`config.mk`:
```
export PLATFORM = sky130hd
export DESIGN_NAME = ram_flat
export DESIGN_NICKNAME = d
export VERILOG_FILES = /design/src/rtl/ram_if.sv /design/src/rtl/ram.sv /design/src/flat_wrapper.sv
export SDC_FILE = /design/constraint.sdc
export NUM_CORES = 1
export LEC_CHECK = 0
export BUFFER_PORTS_ARGS = -buffer_cell sky130_fd_sc_hd__buf_2
export CORE_MARGIN = 10
export CORE_UTILIZATION = 50
export CTS_BUF_LIST = sky130_fd_sc_hd__clkbuf_16
export DETAILED_ROUTE_END_ITERATION = 6
export PLACE_DENSITY = 0.7
export SKIP_LAST_GASP = 1
export SYNTH_ARGS = -nofsm -noshare
export SYNTH_HDL_FRONTEND = slang
export SYNTH_SLANG_ARGS = --single-unit
```
`constraint.sdc`:
```
create_clock -name clk -period 2.1 [get_ports clk]
set_input_delay 0.105 -clock clk [delete_from_list [all_inputs] [get_ports clk]]
set_output_delay 0.105 -clock clk [all_outputs]
set_load 0.05 [all_outputs]
```
`src/rtl/ram_if.sv`:
```
`default_nettype none
// ============================================================================
// Module   : ram_if
// Brief    : Access bus for the single-port RAM (write enable, address, data).
// Revision : 1.0 - initial release
// ============================================================================
interface ram_if #(
  parameter int DATA_WIDTH = 8,
  parameter int ADDR_WIDTH = 3
);
  logic                  we;
  logic [ADDR_WIDTH-1:0] addr;
  logic [DATA_WIDTH-1:0] data_in;
  logic [DATA_WIDTH-1:0] data_out;

  modport master (
    output we,
    output addr,
    output data_in,
    input  data_out
  );

  modport slave (
    input  we,
    input  addr,
    input  data_in,
    output data_out
  );
endinterface : ram_if
`default_nettype wire

```
`src/rtl/ram.sv`:
```
`default_nettype none
// ============================================================================
// Module   : ram
// Brief    : Single-port synchronous RAM, registered write-first read port,
//            asynchronous clear of array and output register.
// Revision : 1.0 - initial release
// ============================================================================
module ram #(
  parameter int DATA_WIDTH = 8,
  parameter int ADDR_WIDTH = 3
) (
  input  wire logic clk,
  input  wire logic rst_n,
  ram_if.slave      bus
);

  localparam int c_DEPTH = 2 ** ADDR_WIDTH;

  logic [DATA_WIDTH-1:0] r_mem [c_DEPTH];
  logic [DATA_WIDTH-1:0] r_data_out;

  // Array is built from plain flops so the whole store can be cleared asynchronously.
  always_ff @(posedge clk or negedge rst_n) begin
    if (!rst_n) begin
      for (int i = 0; i < c_DEPTH; i++) begin
        r_mem[i] <= '0;
      end
      r_data_out <= '0;
    end else begin
      if (bus.we) begin
        r_mem[bus.addr] <= bus.data_in;
        r_data_out      <= bus.data_in;
      end else begin
        r_data_out      <= r_mem[bus.addr];
      end
    end
  end

  assign bus.data_out = r_data_out;

endmodule : ram
`default_nettype wire

```
`src/flat_wrapper.sv`:
```
// flat-port wrapper written by rule: the top's interface ports become plain ports
module ram_flat 
#(
  parameter int DATA_WIDTH = 8,
  parameter int ADDR_WIDTH = 3
)
  (clk, rst_n, bus_we, bus_addr, bus_data_in, bus_data_out);
  ram_if #(.DATA_WIDTH(DATA_WIDTH), .ADDR_WIDTH(ADDR_WIDTH)) bus_i ();
  input  wire logic clk;
  input  wire logic rst_n;
  input wire logic [$bits(bus_i.we)-1:0] bus_we;
  input wire logic [$bits(bus_i.addr)-1:0] bus_addr;
  input wire logic [$bits(bus_i.data_in)-1:0] bus_data_in;
  output wire logic [$bits(bus_i.data_out)-1:0] bus_data_out;
  assign bus_i.we = bus_we;
  assign bus_i.addr = bus_addr;
  assign bus_i.data_in = bus_data_in;
  assign bus_data_out = bus_i.data_out;
  ram #(.DATA_WIDTH(DATA_WIDTH), .ADDR_WIDTH(ADDR_WIDTH)) u_core (.clk(clk), .rst_n(rst_n), .bus(bus_i));
endmodule
```
# [After elaboration in Yosys (flattened, before gate mapping)]
# Index checks and enable logic that the tools add are counted.
[classes] n_lt_le_gt_ge=2 muxes=7 n_bitwise=1 n_reduce_logical=1
[op_table] cell="bitwise mux 64 bit" n=1
[op_table] cell="2-to-1 mux 8 bit" n=4
[op_table] cell="binary-select mux 8 bit (select 3 bit)" n=1
[op_table] cell="demux 8 bit (select 3 bit)" n=1
[op_table] cell="greater-or-equal comparator 4 bit, second input constant" n=1
[op_table] cell="< comparator 4 x 1 -> 1 bit, second input constant" n=1
[op_table] cell="NOT 3 -> 4 bit" n=1
[op_table] cell="logical AND 1 bit" n=1
[word_totals] regBits=72 input_bits=14 out_inout_bits=8 word_cells=20

# [Logic depth before layout (Yosys ltp)]
[depth] ltp_word=6 mapped_depth=6 ltp_nobuf=4

# [Least setup slack after synthesis]
# No wires, ideal clock.
[synth_timing] path_kind="register to register" start="register u_core.r_mem[10] (netlist bit)" end="register u_core.r_data_out[2], in the netlist u_core.bus.data_out[2]" arrival_ns=1.180 required_ns=1.973 setup_slack_ns=0.793 path_stages_with_launch=5 n_path_buf=0 synth_period_minus_slack_ns=1.307 path_cell_list="dfrtp_1 -> mux2_4 -> a221oi_2 -> o32ai_1 -> mux2_1"
[synth_between] elab_chain_cells=4
[synth_lines] element="start: declaration" line_no="ram.sv:19" text="logic [DATA_WIDTH-1:0] r_mem [c_DEPTH];"
[synth_lines] element="start signal: indexed assignment" line_no="ram.sv:31" text="r_mem[bus.addr] <= bus.data_in;"
[synth_lines] element="binary-select mux 8 bit (select 3 bit)" line_no="ram.sv:34" text="r_data_out <= r_mem[bus.addr];"
[synth_lines] element="2-to-1 mux 8 bit (implied by the code) (2 in series)" line_no="ram.sv:34"
[synth_lines] element="2-to-1 mux 8 bit" line_no="ram.sv:30" text="if (bus.we) begin"
[synth_lines] element="end signal: assignment" line_no="ram.sv:32" text="r_data_out <= bus.data_in;"
[synth_lines] element="end signal: assignment" line_no="ram.sv:34"
[synth_lines] element="end: declaration" line_no="ram.sv:20" text="logic [DATA_WIDTH-1:0] r_data_out;"
# No other way between the ends. The select of a mux whose other input is x is not followed.
# A chain may end at the register's enable or synchronous reset.

# [Worst setup path in the final report]
[layout_timing] start="register u_core.r_mem[43] (netlist bit)" end="register u_core.r_data_out[3], in the netlist u_core.bus.data_out[3]"
# The elaborated chain is that of the path after synthesis.

==> results.ini <==
[synth]
synthArstFlopShare_pct=100
synth_top_area_share_pct=53.1
yosysTopAreaCell=dfrtp_1
yosys_warnings=0
synth_flop_cell=dfrtp_1
synth_seq_area_share_pct=53.1
synth.area.top_cells=dfrtp_1, mux2_2, mux2i_1
yosysMostFrequentCell=dfrtp_1
synth-edff-count=0
ys_ff_latch=72
synth_common_cells=dfrtp_1, mux2_2, mux2i_1
netlist_area_um2=3390
synthCells=234
avgSynthCellArea_um2=14.5
synth_fp_nets=248
synth_cell_types=36

[place]
port_buffers=21
place_hpwl_mm=4.37
gp_congestion=0.765

[min_path]
hold_start=bus_data_in[7]
whs_path_depth=2
min_path_type=in -> reg
hold_end=u_core.r_mem[55]

[clocking]
clkSinkCount=72
worstSkewPairLatency_ns=0.33
htree_levels=3
ctsResizeCount=0
cts_buffer_depth=2
cts-root-buf=clkbuf_16
cts_made_buffers=9
clkTransAtPathRegs_ns=0.05
cts_tree=done

[timing]
report.final.slew_viol_count=0
setup_viol=0
worst_pin_slew_ns=0.559
finalCriticalPeriod_ns=1.40
final_hold_viol_count=0
max_slew_margin_pct=62.7
rsz0062_at_grt=false
fmax_mhz=713
tns_ns=0
finalCritPeriodShare_pct=66.8
skew_ns=0.00203

[die]
die_w_um=102
dieArea_um2=10500
std_cell_rows=29
placeableCoreArea_um2=6460
die_h_um=102
start_util_pct=52.6
boundaryPins=22

[detailed_routing]
wl_per_cell_um=19.6
first_pass_iters=4
via_count=2029
antenna_left=0
drt-initial-drc-count=92
drc=0
routed_wl_mm=6.80
via_per_inst=5.85

[finish]
fin_util_pct=59.9
finalNetCount=281
num_antenna_cells=0
area_growth_pct=13.9
drive_gt1_share_pct=48.1

[setup_path]
worstPathArrival_ns=1.62
crit_required_ns=2.31
crit_family=compound AO/OA/AOI/OAI gates
cp_num_buf_inv=0
reg2reg_to=u_core.bus.data_out[3]
timing.rr.start=u_core.r_mem[43]
r2r_slack_ns=0.70
critPathSlowestCell=dfrtp_1
critPathMaxStageDelay_ns=0.37
critPathLaunchType=flop
crit_chain=mux2_4 > a221oi_2 > a31oi_1 > o31a_1
critPathMaxFanout=2
worst-setup-path-type=reg -> reg
endpoint_kind=flop
crit_path_start=u_core.r_mem[43]
r2r_cells=4

[grt]
grt_start_max_net_pins=73
grt_first_pass_wirelength_mm=11.4
grt_use_met3_pct=3.04
grt_overflow=0
grt.busiest_layer=met2
grt_usage_pct=14.2
grt.met2_usage_pct=21.0
antenna_found_initial=0
grt_pass1_vias=2156
grt_use_met1_pct=19.3

[flow_run]
cap_violations=0

[pwr]
ir_drop_mv=0.649
power.leakage_nw=1.73
power_density_nw_per_um2=989
power_mw=3.83

[run_status]
status=complete, no violations

## stage by stage
stage	hold slack, ns	cells	setup slack (ns)	cell area [um2]
2_1_floorplan	-0.191	234	0.793	3390
3_3_place_gp	0.164	332	0.440	3610
3_5_place_dp	0.162	332	0.416	3610
4_1_cts	0.108	347	0.703	3870
5_1_grt	0.135	347	0.656	3870
6_report	0.116	347	0.697	3870
## timing repair
action,4_1_cts,5_1_grt
hold buffers,1,0
endpoints found under the hold margin,72,0
buffers inserted,0,0
## cells in the final DEF, fill, tap and decap left out, types with 2 or more instances in the layout
cell / Yosys / layout
inv_1: 1 / 4
buf_4: 2 / 12
mux2_1: 4 / 4
and3_1: 3 / 3
mux2_4: 3 / 3
mux2i_1: 14 / 14
a22oi_1: 4 / 4
nand2b_1: 4 / 4
o221ai_1: 3 / 3
mux2_2: 71 / 71
a211o_1: 3 / 3
a221oi_2: 3 / 3
o22ai_1: 3 / 3
nor3_4: 2 / 2
a21oi_1: 8 / 8
nand2_1: 2 / 2
o31a_1: 4 / 4
buf_2: 6 / 21
dfrtp_1: 72 / 72
a211oi_1: 3 / 3
clkbuf_16: 0 / 9
## how the worst max path moves through the flow
| stage | cells past startpoint | to |
|---|---|---|
| 4_1_cts | 4 | u_core.bus.data_out[3] |
| 2_1_floorplan | 4 | u_core.bus.data_out[2] |
| 5_1_grt | 4 | u_core.bus.data_out[3] |
| 6_report | 4 | u_core.bus.data_out[3] |
| 3_3_place_gp | 4 | u_core.r_mem[45] |
| 3_5_place_dp | 4 | u_core.r_mem[44] |
## state kept, by name, indices dropped and copies added, names as in the netlist
register / count
u_core.r_mem: 64
u_core.bus.data_out: 8
## logic make-up after synthesis
group,Yosys count,share of synthesized area (%)
AO/OA/AOI/OAI,33,7.63
buffers and inverters,15,3.06
flip-flops,72,53.1
multiplexers,92,30.3
AND/OR/NAND/NOR,22,5.90
## report_power, final
part / switching, mW / internal, mW
clock network: 0.520 / 0.765
registers: 0.143 / 1.68
logic: 0.335 / 0.380
total: 0.998 / 2.83
## layout make-up
| class | count | area [um2] |
|---|---|---|
| fill | 541 | 2590 |
| sequential | 72 | 1800 |
| multi-input combinational | 147 | 1490 |
| clock buffer | 9 | 225 |
| timing repair buffer | 35 | 225 |
| tap | 77 | 96.3 |
| clock inverter | 5 | 20.0 |
| inverter | 2 | 10.0 |
## metal layers
layer / vias to the layer above / wire length, um
li1: 946 / -
met5: - / 0
met2: 31 / 3070
met1: 1040 / 3370
met4: 0 / 134
met3: 12 / 226
Power figures use the tool's default switching activity.
